==> config.mk <==
export PLATFORM = sky130hd
export DESIGN_NAME = memory_access_stage
export DESIGN_NICKNAME = d
export VERILOG_FILES = /design/src/rtl/memory_access_stage_pkg.sv /design/src/rtl/memory_access_stage_mem_access_decoder.sv /design/src/rtl/memory_access_stage.sv
export SDC_FILE = /design/constraint.sdc
export NUM_CORES = 1
export LEC_CHECK = 0
export ABC_CLOCK_PERIOD_IN_PS = 3100
export CELL_PAD_IN_SITES_DETAIL_PLACEMENT = 0
export CELL_PAD_IN_SITES_GLOBAL_PLACEMENT = 2
export CORE_ASPECT_RATIO = 1.4
export CORE_MARGIN = 5
export CORE_UTILIZATION = 18
export DETAILED_ROUTE_END_ITERATION = 6
export GPL_TIMING_DRIVEN = 1
export PLACE_DENSITY = 0.84
export SLEW_MARGIN = 40
export SYNTH_ARGS = -nofsm -noshare
export SYNTH_HDL_FRONTEND = slang
export SYNTH_SLANG_ARGS = --single-unit
==> constraint.sdc <==
create_clock -name clk_i -period 3.1 [get_ports clk_i]
set_input_delay 0.465 -clock clk_i [delete_from_list [all_inputs] [get_ports clk_i]]
set_output_delay 0.465 -clock clk_i [all_outputs]
set_load 0.02 [all_outputs]
==> src/rtl/memory_access_stage_pkg.sv <==
// Shared definitions for the MEM stage: datapath widths, pipeline control enums,
// and the access-size / handshake-state enums used by the load/store logic.
package memory_access_stage_pkg;

    localparam int WORD       = 32;
    localparam int ADDR_WIDTH = 4;

    typedef enum logic { MEM_WRITE_DIS = 1'b0, MEM_WRITE_EN = 1'b1 } mem_write_signal;
    typedef enum logic { REG_FILE_WRITE_DIS = 1'b0, REG_FILE_WRITE_EN = 1'b1 } reg_file_write_sig;
    typedef enum logic { SRC_ALU = 1'b0, SRC_MEM = 1'b1 } reg_file_data_source;
    typedef enum logic { NO_BRANCH = 1'b0, BRANCH_FROM_WB = 1'b1 } branch_from_wb;

    typedef enum logic [1:0] { BYTE = 2'd0, HALF = 2'd1, WORD_ACC = 2'd2 } mem_access_size;
    typedef enum logic { IDLE = 1'b0, WAIT_ACK = 1'b1 } mem_fsm_state;

endpackage

==> src/rtl/memory_access_stage_mem_access_decoder.sv <==
// Combinational Thumb load/store decode from instruction bits [15:9]
// into direction, access size and load sign extension.
import memory_access_stage_pkg::*;

module mem_access_decoder (
    input  logic [6:0]     opA_opB,
    output logic           is_load,
    output logic           is_store,
    output mem_access_size size,
    output logic           sign_ext
);
    logic [3:0] op_a;
    logic [2:0] op_b;

    assign op_a = opA_opB[6:3];
    assign op_b = opA_opB[2:0];

    always_comb begin
        is_load  = 1'b0;
        is_store = 1'b0;
        size     = WORD_ACC;
        sign_ext = 1'b0;
        case (op_a)
            4'b0101: begin
                // Register-offset group: STR/STRH/STRB, then LDRSB, LDR, LDRH, LDRB, LDRSH
                is_store = ~op_b[2] & (op_b[1:0] != 2'b11);
                is_load  = ~is_store;
                sign_ext = (op_b[1:0] == 2'b11);
                case (op_b)
                    3'b000, 3'b100:         size = WORD_ACC;
                    3'b001, 3'b101, 3'b111: size = HALF;
                    default:                size = BYTE;
                endcase
            end
            4'b0110, 4'b1001: begin
                is_load  = op_b[2];
                is_store = ~op_b[2];
                size     = WORD_ACC;
            end
            4'b0111: begin
                is_load  = op_b[2];
                is_store = ~op_b[2];
                size     = BYTE;
            end
            4'b1000: begin
                is_load  = op_b[2];
                is_store = ~op_b[2];
                size     = HALF;
            end
            default: ;
        endcase
    end

endmodule

==> src/rtl/memory_access_stage.sv <==
// MEM pipeline stage: byte/half/word loads and stores over a req/ack data port,
// front-end stall while waiting, MEM/WB register. Optional macro: ALIGN_CHECK_EN.
import memory_access_stage_pkg::*;

module memory_access_stage (
    input  logic                   clk_i,
    input  logic                   reset_i,
    input  logic                   is_valid_i,
    input  mem_write_signal        mem_write_en_i,
    input  reg_file_write_sig      reg_file_write_en_i,
    input  reg_file_data_source    reg_file_data_source_i,
    input  branch_from_wb          branch_from_wb_i,
    input  logic [6:0]             opA_opB_i,
    input  logic [ADDR_WIDTH-1:0]  reg_dest_addr_i,
    input  logic [WORD-1:0]        alu_result_i,
    input  logic [WORD-1:0]        reg_2_data_i,
    input  logic [WORD-1:0]        dmem_rdata_i,
    input  logic                   dmem_ack_i,
    output logic                   dmem_req_o,
    output logic                   dmem_we_o,
    output logic [WORD-1:0]        dmem_addr_o,
    output logic [3:0]             dmem_be_o,
    output logic [WORD-1:0]        dmem_wdata_o,
    output logic                   stall_o,
    output logic [ADDR_WIDTH-1:0]  fwd_reg_dest_o,
    output logic [WORD-1:0]        fwd_reg_data_o,
    output reg_file_write_sig      fwd_reg_write_en_o,
    output logic                   is_valid_o,
    output reg_file_write_sig      reg_file_write_en_o,
    output reg_file_data_source    reg_file_data_source_o,
    output branch_from_wb          branch_from_wb_o,
    output logic [ADDR_WIDTH-1:0]  reg_dest_addr_o,
    output logic [WORD-1:0]        reg_data_o
`ifdef ALIGN_CHECK_EN
    ,
    output logic                   align_fault_o
`endif
);
    logic           dec_load, dec_store, dec_sign;
    mem_access_size dec_size;
    mem_fsm_state   state;
    logic [1:0]     lane;
    logic           mem_op, misaligned, fault, req;

    // Direction is taken from the decoded opcode; the EXE-side store enable is redundant.
    logic unused_mem_write_en;
    assign unused_mem_write_en = mem_write_en_i;

    mem_access_decoder u_dec (
        .opA_opB  (opA_opB_i),
        .is_load  (dec_load),
        .is_store (dec_store),
        .size     (dec_size),
        .sign_ext (dec_sign)
    );

    function automatic logic [WORD-1:0] load_extend(input logic [WORD-1:0] rdata,
                                                    input logic [1:0] sel,
                                                    input mem_access_size sz,
                                                    input logic sx);
        logic [7:0]  b;
        logic [15:0] h;
        b = rdata[{sel, 3'b000} +: 8];
        h = sel[1] ? rdata[31:16] : rdata[15:0];
        case (sz)
            BYTE:    return sx ? {{24{b[7]}}, b} : {24'd0, b};
            HALF:    return sx ? {{16{h[15]}}, h} : {16'd0, h};
            default: return rdata;
        endcase
    endfunction

    function automatic logic [3:0] store_be(input logic [1:0] sel, input mem_access_size sz);
        case (sz)
            BYTE:    return 4'b0001 << sel;
            HALF:    return sel[1] ? 4'b1100 : 4'b0011;
            default: return 4'b1111;
        endcase
    endfunction

    function automatic logic [WORD-1:0] store_lanes(input logic [WORD-1:0] d, input mem_access_size sz);
        case (sz)
            BYTE:    return {4{d[7:0]}};
            HALF:    return {2{d[15:0]}};
            default: return d;
        endcase
    endfunction

    assign lane   = alu_result_i[1:0];
    assign mem_op = is_valid_i & (dec_load | dec_store);

`ifdef ALIGN_CHECK_EN
    always_comb begin
        case (dec_size)
            HALF:     misaligned = lane[0];
            WORD_ACC: misaligned = |lane;
            default:  misaligned = 1'b0;
        endcase
    end
`else
    assign misaligned = 1'b0;
`endif

    assign fault = mem_op & misaligned;
    // Upstream holds its inputs while stalled, so WAIT_ACK keeps the request alive.
    assign req   = reset_i & ((state == WAIT_ACK) | (mem_op & ~fault));

    assign dmem_req_o   = req;
    assign dmem_we_o    = dec_store;
    assign dmem_addr_o  = {alu_result_i[WORD-1:2], 2'b00};
    assign dmem_be_o    = store_be(lane, dec_size);
    assign dmem_wdata_o = store_lanes(reg_2_data_i, dec_size);
    assign stall_o      = req & ~dmem_ack_i;

    assign fwd_reg_dest_o = reg_dest_addr_i;
    assign fwd_reg_data_o = alu_result_i;
    always_comb begin
        fwd_reg_write_en_o = REG_FILE_WRITE_DIS;
        if (is_valid_i && !dec_load)
            fwd_reg_write_en_o = reg_file_write_en_i;
    end

    always_ff @(posedge clk_i) begin
        if (!reset_i) begin
            state <= IDLE;
        end else begin
            case (state)
                IDLE:     if (req && !dmem_ack_i) state <= WAIT_ACK;
                WAIT_ACK: if (dmem_ack_i) state <= IDLE;
                default:  state <= IDLE;
            endcase
        end
    end

    // MEM/WB register boundary
    always_ff @(posedge clk_i) begin
        if (!reset_i) begin
            is_valid_o             <= 1'b0;
            reg_file_write_en_o    <= REG_FILE_WRITE_DIS;
            reg_file_data_source_o <= SRC_ALU;
            branch_from_wb_o       <= NO_BRANCH;
            reg_dest_addr_o        <= '0;
            reg_data_o             <= '0;
        end else if (stall_o || fault) begin
            is_valid_o          <= 1'b0;
            reg_file_write_en_o <= REG_FILE_WRITE_DIS;
            branch_from_wb_o    <= NO_BRANCH;
        end else begin
            is_valid_o             <= is_valid_i;
            reg_file_write_en_o    <= is_valid_i ? reg_file_write_en_i : REG_FILE_WRITE_DIS;
            reg_file_data_source_o <= reg_file_data_source_i;
            branch_from_wb_o       <= branch_from_wb_i;
            reg_dest_addr_o        <= reg_dest_addr_i;
            reg_data_o             <= (mem_op && dec_load) ?
                                      load_extend(dmem_rdata_i, lane, dec_size, dec_sign) : alu_result_i;
        end
    end

`ifdef ALIGN_CHECK_EN
    always_ff @(posedge clk_i) begin
        if (!reset_i) align_fault_o <= 1'b0;
        else          align_fault_o <= fault;
    end
`endif

endmodule
==> results of run 1 <==
-- critical path, stage by stage --
cell and delay, ps:
clkdlybuf4s50_1 440, or4b_4 560, buf_4 170, o21ai_4 60, buf_12 150, nand2_1 60
nand2_1 60, clkdlybuf4s50_1 600
-- area by class of cell --
class / instances / area (um^2) / area share
Tap cell: 244 / 305 / 0.0494
Clock inverter: 3 / 17.5 / 0.00283
Sequential cell: 41 / 821 / 0.133
Clock buffer: 5 / 125 / 0.0202
Inverter: 11 / 41.3 / 0.00668
Timing Repair Buffer: 301 / 2970 / 0.480
Multi-Input combinational cell: 291 / 1900 / 0.308
-- sequential cells by signal, summed over array words and instances (netlist names) --
signal                  flops
branch_from_wb_o            1
is_valid_o                  1
reg_data_o                 32
reg_dest_addr_o             4
reg_file_data_source_o      1
reg_file_write_en_o         1
state                       1
-- per-layer routing --
metal,GRT usage,share of wire
met5,0,0
met4,0.0474,0.022
met3,0.0404,0.077
met2,0.283,0.53
met1,0.156,0.37
-- through the flow --
| step | cells | setup WS [ps] | total power [W] |
|---|---|---|---|
| after floorplan | 446 | 705 | 0.00102 |
| after global placement | 884 | -151 | 0.00147 |
| after detailed placement | 884 | -232 | 0.00147 |
| after CTS | 893 | 3.44 | 0.00201 |
| after global routing | 896 | 0.378 | 0.00208 |
| final | 896 | 63.9 | 0.00198 |
-- cell families after synthesis --
kind of cell | count (synthesis) | share of synthesized area
AOI/OAI and AO/OA | 136 | 0.285
buffers and inverters | 115 | 0.216
DFF | 41 | 0.241
muxes | 9 | 0.0559
other | 1 | 0.00110
and+or+nand+nor | 143 | 0.201
-- worst max-delay path by stage --
stage | startpoint | to | depth (start not counted)
floorplan | opA_opB_i[4] | dmem_be_o[1] | 6
global placement | opA_opB_i[4] | dmem_wdata_o[20] | 8
detailed placement | opA_opB_i[4] | reg_data_o[12] | 10
CTS | opA_opB_i[4] | dmem_wdata_o[18] | 7
global route | opA_opB_i[4] | dmem_wdata_o[17] | 8
finish | opA_opB_i[4] | dmem_wdata_o[17] | 8
-- power by group through the flow --
stage               sequential, W  combinational [W]  clock [W]
CTS                      0.000591           0.000876   0.000546
detailed placement       0.000603           0.000871          0
global placement         0.000600           0.000868          0
finish                   0.000590           0.000870   0.000524
global route             0.000596           0.000922   0.000565
floorplan                0.000649           0.000369          0
-- timing repair --
item                                   CTS  global route
gates resized for setup                  9            11
endpoints found under the hold margin    0             0
buffers inserted                         0             3
setup endpoints to repair               20            21
pin swaps                                0             2
cloned                                   1             0
-- cell usage after synthesis (2+ instances only) --
library cell  number
o21ai_2            2
o21a_1             3
a211oi_1          24
nand3_1            3
a22oi_1           11
a31o_2             2
nor2_1             4
o21ai_1           21
dfxtp_1           41
and2_1             2
nand2b_1           2
buf_4             77
nor3b_1            2
inv_1             10
a21oi_1           10
a22o_1             2
nor4_1             2
nand2_1          100
nor3_1             4
and3_1            11
a221oi_1          22
buf_2             11
a222oi_1           5
or3b_1             2
clkbuf_1          16
o21ai_0           26
mux4_2             8
nor3_4             2
==> results by stage, run 1 <==
GRT:
- The first global-routing pass estimated 25.7 mm of wire.
- The via count of the first global-routing pass came to 4500.
- Global routing finished with a remaining overflow of 0.
- In the global route stage, overall resource usage came out at 0.149.
- Entering global routing, the biggest net connects 32 pins.
- The initial antenna violation count is 0.

Power and ir drop:
- The static leakage power is 2.42 nW.
- The fraction of power spent switching nets is 0.344.
- The internal power of the cells totals 0.00130 W.
- The sequential group share of total power is 0.297.
- The share of total power dissipated in the clock network is 0.264.
- The worst-case IR drop observed on VDD is ~0.00023 V.
- Power spread over the standard cell area amounts to between 300 and 400 nW/um^2.
- The portion of total power attributed to combinational logic is 0.438.
- The switching power of the nets is between 0.0006 and 0.0007 W.

Cells and area:
- After routing the design area is 6180 um^2.
- The layout cell share with drive strength beyond 1 is 0.120.
- The most common cell after layout, fill and taps aside is clkdlybuf4s50_1.
- The number of nets in the layout is around 770.
- Relative to the synthesized area, the layout overhead comes to 81.6%.
- In the layout the commonest cells are clkdlybuf4s50_1, nand2_1, dfxtp_1.
- The fill cell instance count of the final layout is slightly below 2000.
- At the end of the flow the core is filled with cells to 0.332.
- The number of antenna diodes is 0.

Drt:
- The first detailed-routing pass ran for 4 iterations.
- The detailed router finished its first iteration with ~400 violations.
- The via count of the routed design is 4181.
- Wires add up to around 17 mm.
- The number of DRC violations after detailed routing is 0.
- The wire length per cell after detailed routing is between 15 and 20 um.
- After detailed routing, the number of vias per cell comes to between 4 and 5.
- In this run the remaining antenna-violating nets after routing total 0.

Floorplan:
- The count of standard-cell rows is 59.
- The die boundary width is 126 um.
- The die area is 21800 um^2.
- Measured along the y axis, the die boundary spans 173 um.
- The standard cell core area is 18600 um^2.
- For this design the top-level I/O count stands at approximately 260.
- For this configuration, the core starts out at a cell density of 0.183.

STA:
- The final number of max-transition violations is 0.
- The count of final setup violators is 0.
- The final count of hold timing violations is 0.
- The worst pin sits at a relative slew slack of 0.599.
- The time the worst path needs with I/O delays and setup is 3040 ps.
- The total negative slack for setup checks is 0 ps.
- The final clock skew is around 10 ps.
- Setup repair after global routing left no endpoint under its margin.
- The worst hold margin is 446 ps.
- The slew at the pin closest to its max-slew limit is between 600 and 700 ps.
- The final period utilization is 0.979.
- Derived from the worst setup path, the maximum achievable clock frequency is 0.329 GHz.

Clock tree:
- The H-tree generated during clock tree synthesis spans 2 levels.
- The clock-pin slew reported for the worst setup and hold paths after clock tree synthesis is 60 ps.
- The clock sink count is 41.
- The clock passes through at most 2 buffers.
- The clock tree root driver cell is clkbuf_16.
- In this run, post-CTS hold repair placed 0 buffers.
- The CTS tree is done.
- Clock tree synthesis inserted a total of 5 buffers.
- The clock reaches the later pin of the worst-skew pair after ~290 ps.

Critical path:
- The kind of end point of the critical path is a primary output.
- The capture point of the worst reg-to-reg path is reg_data_o[4].
- The worst reg-to-reg path cell count is 5.
- The worst reg-to-reg setup slack is ~1400 ps.
- The top fanout value on the critical path is 12.
- The critical register-to-register path startpoint is state.
- Data on the critical path arrives at its endpoint at approximately 2600 ps.
- The data required time at the worst endpoint is ~2600 ps.
- The category of the critical setup timing path is in -> out.
- The critical path startpoint category is an input port.

Logic synthesis:
- The number of enable flip-flop cells after synthesis is 0.
- The area fraction of the dominant cell type after synthesis is 0.241.
- The sequential element share of the synthesized area is 0.241.
- The synthesized netlist occupies a cell area of approximately 3400 um^2.
- The synthesized design contains 41 register bits.
- The biggest area consumer among synthesized cells is dfxtp_1.
- Ranked by total cell area, the synthesized netlist is headed by dfxtp_1, buf_4, nand2_1.
- The number of distinct library cell variants in the gate-level netlist after synthesis is 48.
- Among all flip-flop cells after synthesis, the most frequent one is dfxtp_1.
- Dividing the synthesized area by the synthesized cell count gives 7.65 um^2.
- In the synthesized netlist the async set-or-reset flop fraction comes to 0.
- The cell count after synthesis came out at 445.
- The number of warnings reported in the yosys synthesis log is 0.

Hold path:
- The path class of the tightest hold or removal check is reg -> reg.
- The end point of the most critical hold path is reg_data_o[25].
- In this run the most critical hold path is launched from reg_data_o[25].
- The cell depth of the worst hold path is 2.

Place:
- The count of buffers from port buffering is 259.
- The weighted congestion at the end of routability-driven global placement is between 0.7 and 0.8.
- The placement-stage cell area is approximately 6000 um^2.
- Once detailed placement completed, the half-perimeter wirelength came to 13.6 mm.

Run:
- The tool flagged a number of max-cap violations equal to 0.

Outcome:
- The flow ran to the end, and the final reports show no timing, DRC or antenna violations.
Power figures use the tool's default switching activity.
==> run 2: changes to the inputs <==
--- a/config.mk
+++ b/config.mk
@@ -5,12 +5,13 @@
 export SDC_FILE = /design/constraint.sdc
 export NUM_CORES = 1
 export LEC_CHECK = 0
+export ABC_AREA = 1
 export ABC_CLOCK_PERIOD_IN_PS = 3100
+export CAP_MARGIN = 15
 export CELL_PAD_IN_SITES_DETAIL_PLACEMENT = 0
 export CELL_PAD_IN_SITES_GLOBAL_PLACEMENT = 2
 export CORE_ASPECT_RATIO = 1.4
-export CORE_MARGIN = 5
-export CORE_UTILIZATION = 18
+export CORE_UTILIZATION = 17
 export DETAILED_ROUTE_END_ITERATION = 6
 export GPL_TIMING_DRIVEN = 1
 export PLACE_DENSITY = 0.84
==> run 2 against run 1 <==
  * The flow now finishes with violations (design-rule violations)
  * Synthesized cell count increased by 38%
  * Power increased by 2.0%
  * Clock skew decreased by 0.88 ps
  * Clock power increased by 11%
  * Utilization decreased by 2.9 points
  * Worst setup slack improved by 110 ps
  * Non-clock buffer count decreased by 15
  * Final cell count increased by 18%
  * Sequential power about the same
  * Register-to-register slack improved by 280 ps
  * Wire length decreased by 8.6%
==> results by stage, run 2 <==
Outcome:
- The run finished, with violations left.
- The checks that failed: design-rule violations.

Drt:
- The first routing iteration left about 210 violations.
- The count of TritonRoute iterations in the first routing pass is 6.
- The wire length per cell after detailed routing is around 15 um.
- After detailed routing, the number of vias per cell comes to 4.08.
- The count of nets left with antenna violations after detail routing is 0.
- For this block, the via count after detailed routing is between 4000 and 5000.
- The number of DRC violations after detailed routing is 30.
- The total length of routed wires is approximately 16 mm.

STA:
- The clock period could shrink to 2930 ps.
- The highest achievable clock rate is 0.341 GHz.
- The final clock skew is 9.42 ps.
- Setup repair after global routing left no endpoint under its margin.
- Adding up every negative setup slack in the final design gives 0 ps.
- The count of final setup violators is 0.
- The worst hold margin is around 450 ps.
- The final count of hold timing violations is 0.
- The final number of max-transition violations is 0.
- In the finished design, the share of the clock period the worst path needs comes to 0.945.

Power and ir drop:
- The static leakage power is 2.88 nW.
- For this design the total switching power over the nets is approximately 0.0007 W.
- The clock share of power is 0.287.
- The fraction of power spent switching nets is 0.340.
- The power per cell area is 323 nW/um^2.
- The sequential group share of total power is 0.290.
- The internal power of the cells totals around 0.0013 W.
- The power after layout is approximately 0.002 W.
- The worst-case IR drop observed on VDD is a little under 0.0002 V.
- The portion of total power attributed to combinational logic is 0.423.

Clock tree:
- The number of buffers created by CTS is 5.
- The number of buffers on the longest clock path is 2.
- Counting every sink on the clock net gives 41.
- For this design, the CTS-stage hold fixing added 0 buffers.
- The CTS tree is done.
- Clock-pin slew was measured on the worst setup and hold paths at about 60 ps.
- The clock tree root driver cell is clkbuf_16.
- The number of H-tree branching levels is 2.
- The clock latency of the later-clocked register in the worst-skew pair is roughly 300 ps.

GRT:
- The largest net degree at the start of global routing is 37.
- The total overflow reported by the global router is 0.
- The via count of the first global-routing pass was between 4000 and 5000.
- The total routing resource utilization after global routing is 0.144.
- The initial antenna violation count came to 0.
- The first global-routing pass estimated between 20 and 25 mm of wire.

Floorplan:
- The die covers between 20000 and 25000 um^2.
- The vertical extent of the die is 174 um.
- For this configuration, the core starts out at a cell density of 0.174.
- Pin placement for this block handled 263 I/O pins.
- After floorplanning, the core was sized to cover roughly 21000 um^2.
- In this run the core area contains 62 standard-cell rows.
- The die boundary width is 125 um.

Critical path:
- The critical path endpoint is dmem_wdata_o[16].
- The signal arrival time at the worst endpoint is around 2500 ps.
- Measured in cells, the most critical reg-to-reg path has a length of 9.
- The worst register-to-register path begins at state.
- Traced cell by cell, the critical path runs through clkdlybuf4s50_1 > inv_1 > nor2_2 > nand3_2 > nand2_4 > clkinvlp_4 > buf_4 > nand2_1 > nand2_1 > clkdlybuf4s50_1.
- The capture point of the worst reg-to-reg path is reg_data_o[0].
- The worst setup path is captured at a primary output.
- The worst setup path is of the in -> out kind.
- The top fanout value on the critical path is 7.
- The peak per-stage delay on the critical path is 570 ps.
- The cell at the slowest stage of the critical path is clkdlybuf4s50_1.
- The worst setup path startpoint is opA_opB_i[5].
- Data on the critical path is required at its endpoint by roughly 2600 ps.
- The critical path startpoint category is an input port.
- Across all register-to-register paths, the minimum setup slack is 1710 ps.

Cells and area:
- The multi-input combinational cells in the finished layout cover a total of around 1900 um^2.
- The number of antenna diodes is 0.
- The area growth from synthesis to layout is 74.8%.
- The number of nets in the layout is 916.
- Counting flops per register, the top entry is reg_data_o.
- Once layout is complete, the cells apart from fillers number approximately 1100.
- The largest registers in the layout are reg_data_o: 32 flops, reg_dest_addr_o: 4 flops.
- The register with the most flip-flops in the layout has 32 of them.
- In the final layout, the share of cells above drive strength 1 is 0.0736.
- The share of the core filled with cells is 0.304.
- The library cells used most frequently in the layout, excluding fill and tap cells, are clkdlybuf4s50_1, nand2_1, nor2_1.
- The library cell used most frequently in the layout, excluding fill and tap cells, is clkdlybuf4s50_1.
- The filler cells instantiated in the layout total around 2300.
- The register area is between 800 and 900 um^2.

Logic synthesis:
- After synthesis, the cell types taking the most area are nand2_1, dfxtp_1, buf_4.
- The XOR/XNOR share of the synthesized area is 0.
- By area, the combinational part of the netlist is dominated by simple AND/OR/NAND/NOR gates.
- The biggest area consumer among synthesized cells is nand2_1.
- The post-synthesis register bit count is 41.
- Among all flip-flop cells after synthesis, the most frequent one is dfxtp_1.
- Synthesis produced 613 cells.
- The area fraction of the dominant cell type after synthesis is 0.234.
- The share of synthesized cell area in full adder, half adder and majority cells is 0.
- The simple-gate portion of the synthesized area is 0.421.
- The synthesized netlist contains 26 unique library cells.
- The number of warnings reported in the yosys synthesis log is 0.
- After synthesis, the share of flip-flops with an asynchronous set or reset is 0.
- Counting instances in the post-synthesis netlist gives the leading cell types as nand2_1, buf_4, nor2_1.
- The share of the Yosys chip area taken by registers is 0.229.
- The dominant cell by count in the synthesized netlist is nand2_1.
- The number of enable flip-flop cells after synthesis is 0.
- The synthesized area is 3590 um^2.
- Each instance of the synthesized netlist takes up on average 5.85 um^2.
- The mux contribution to synthesized area is 0.
- The post-synthesis compound-gate area fraction is 0.112.

Place:
- Input and output buffers added on the ports amount to ~260.
- Including well taps, the total number of placed cells is 1045.
- Routability-driven placement finished with a final weighted congestion of approximately 0.7.
- Detailed placement ended at an HPWL of about 12 mm.

Run:
- The max-capacitance violation count is 0.

Hold path:
- The class of the tightest hold or removal check is reg -> reg.
## run 2: cell types whose count changed after synthesis, sizes merged, moves of 11 or more
cell,before,now
a221oi,22,0
and3,11,0
nor2,5,73
buf,88,101
o21ai,49,23
nand3,3,51
a21oi,11,37
inv,11,29
nand2,100,229
a211oi,24,0
## run 2: power groups by stage
stage / Sequential [W] / Combinational, W / Clock [W]
final: 0.000587 / 0.000856 / 0.000581
after global routing: 0.000592 / 0.000925 / 0.000637
after CTS: 0.000587 / 0.000873 / 0.000604
after detailed placement: 0.000599 / 0.000869 / 0
after global placement: 0.000598 / 0.000870 / 0
after floorplan: 0.000649 / 0.000386 / 0
## run 2: area by class of cell
class / instances / area share
tap: 256 / 0.0511
sequential: 41 / 0.131
clock buffer: 7 / 0.0244
clock inverter: 1 / 0.00140
timing repair buffer: 286 / 0.465
multi-input combinational: 438 / 0.309
inverter: 29 / 0.0180
## run 2: stage by stage
stage          instance area, um^2  worst slack [ps]
2_1_floorplan                 3590               935
3_3_place_gp                  6000              35.9
3_5_place_dp                  6000              36.5
4_1_cts                       6160              45.2
5_1_grt                       6270              3.30
6_report                      6270               170
## run 2: worst max-delay path, delay by kind of cell
kind                   cells  cell delay (ps)
buffers and inverters      5             1510
and+or+nand+nor            5              470
## run 2: what timing repair did
action | 4_1_cts | 5_1_grt
resized for setup | 0 | 25
setup buffers | 0 | 4
setup endpoints to repair | 0 | 27
## run 2: per-layer routing
layer | routed length [um] | GRT usage | up-vias
met1 | 5800 | 0.151 | 1916
met4 | 174 | 0.0386 | 0
met2 | 8570 | 0.284 | 159
li1 | - | - | 2237
met5 | 0 | 0 | -
met3 | 1070 | 0.0293 | 6
## run 2: cell families (layout without fill, tap and decap cells)
group / count (synthesis) / count (layout)
other cells: 1 / 2
buf+inv: 136 / 323
flops: 41 / 41
compound gates: 73 / 73
simple gates: 362 / 363
## run 2: worst min path at each step
stage,slack (ps),to,depth (start not counted),startpoint
4_1_cts,450,reg_data_o[28],2,reg_data_o[28]
6_report,450,reg_data_o[24],2,reg_data_o[24]
3_5_place_dp,440,reg_data_o[27],2,reg_data_o[27]
3_3_place_gp,440,reg_data_o[9],2,reg_data_o[9]
5_1_grt,470,reg_dest_addr_o[2],2,reg_dest_addr_o[2]
2_1_floorplan,530,reg_data_o[0],2,reg_data_o[0]
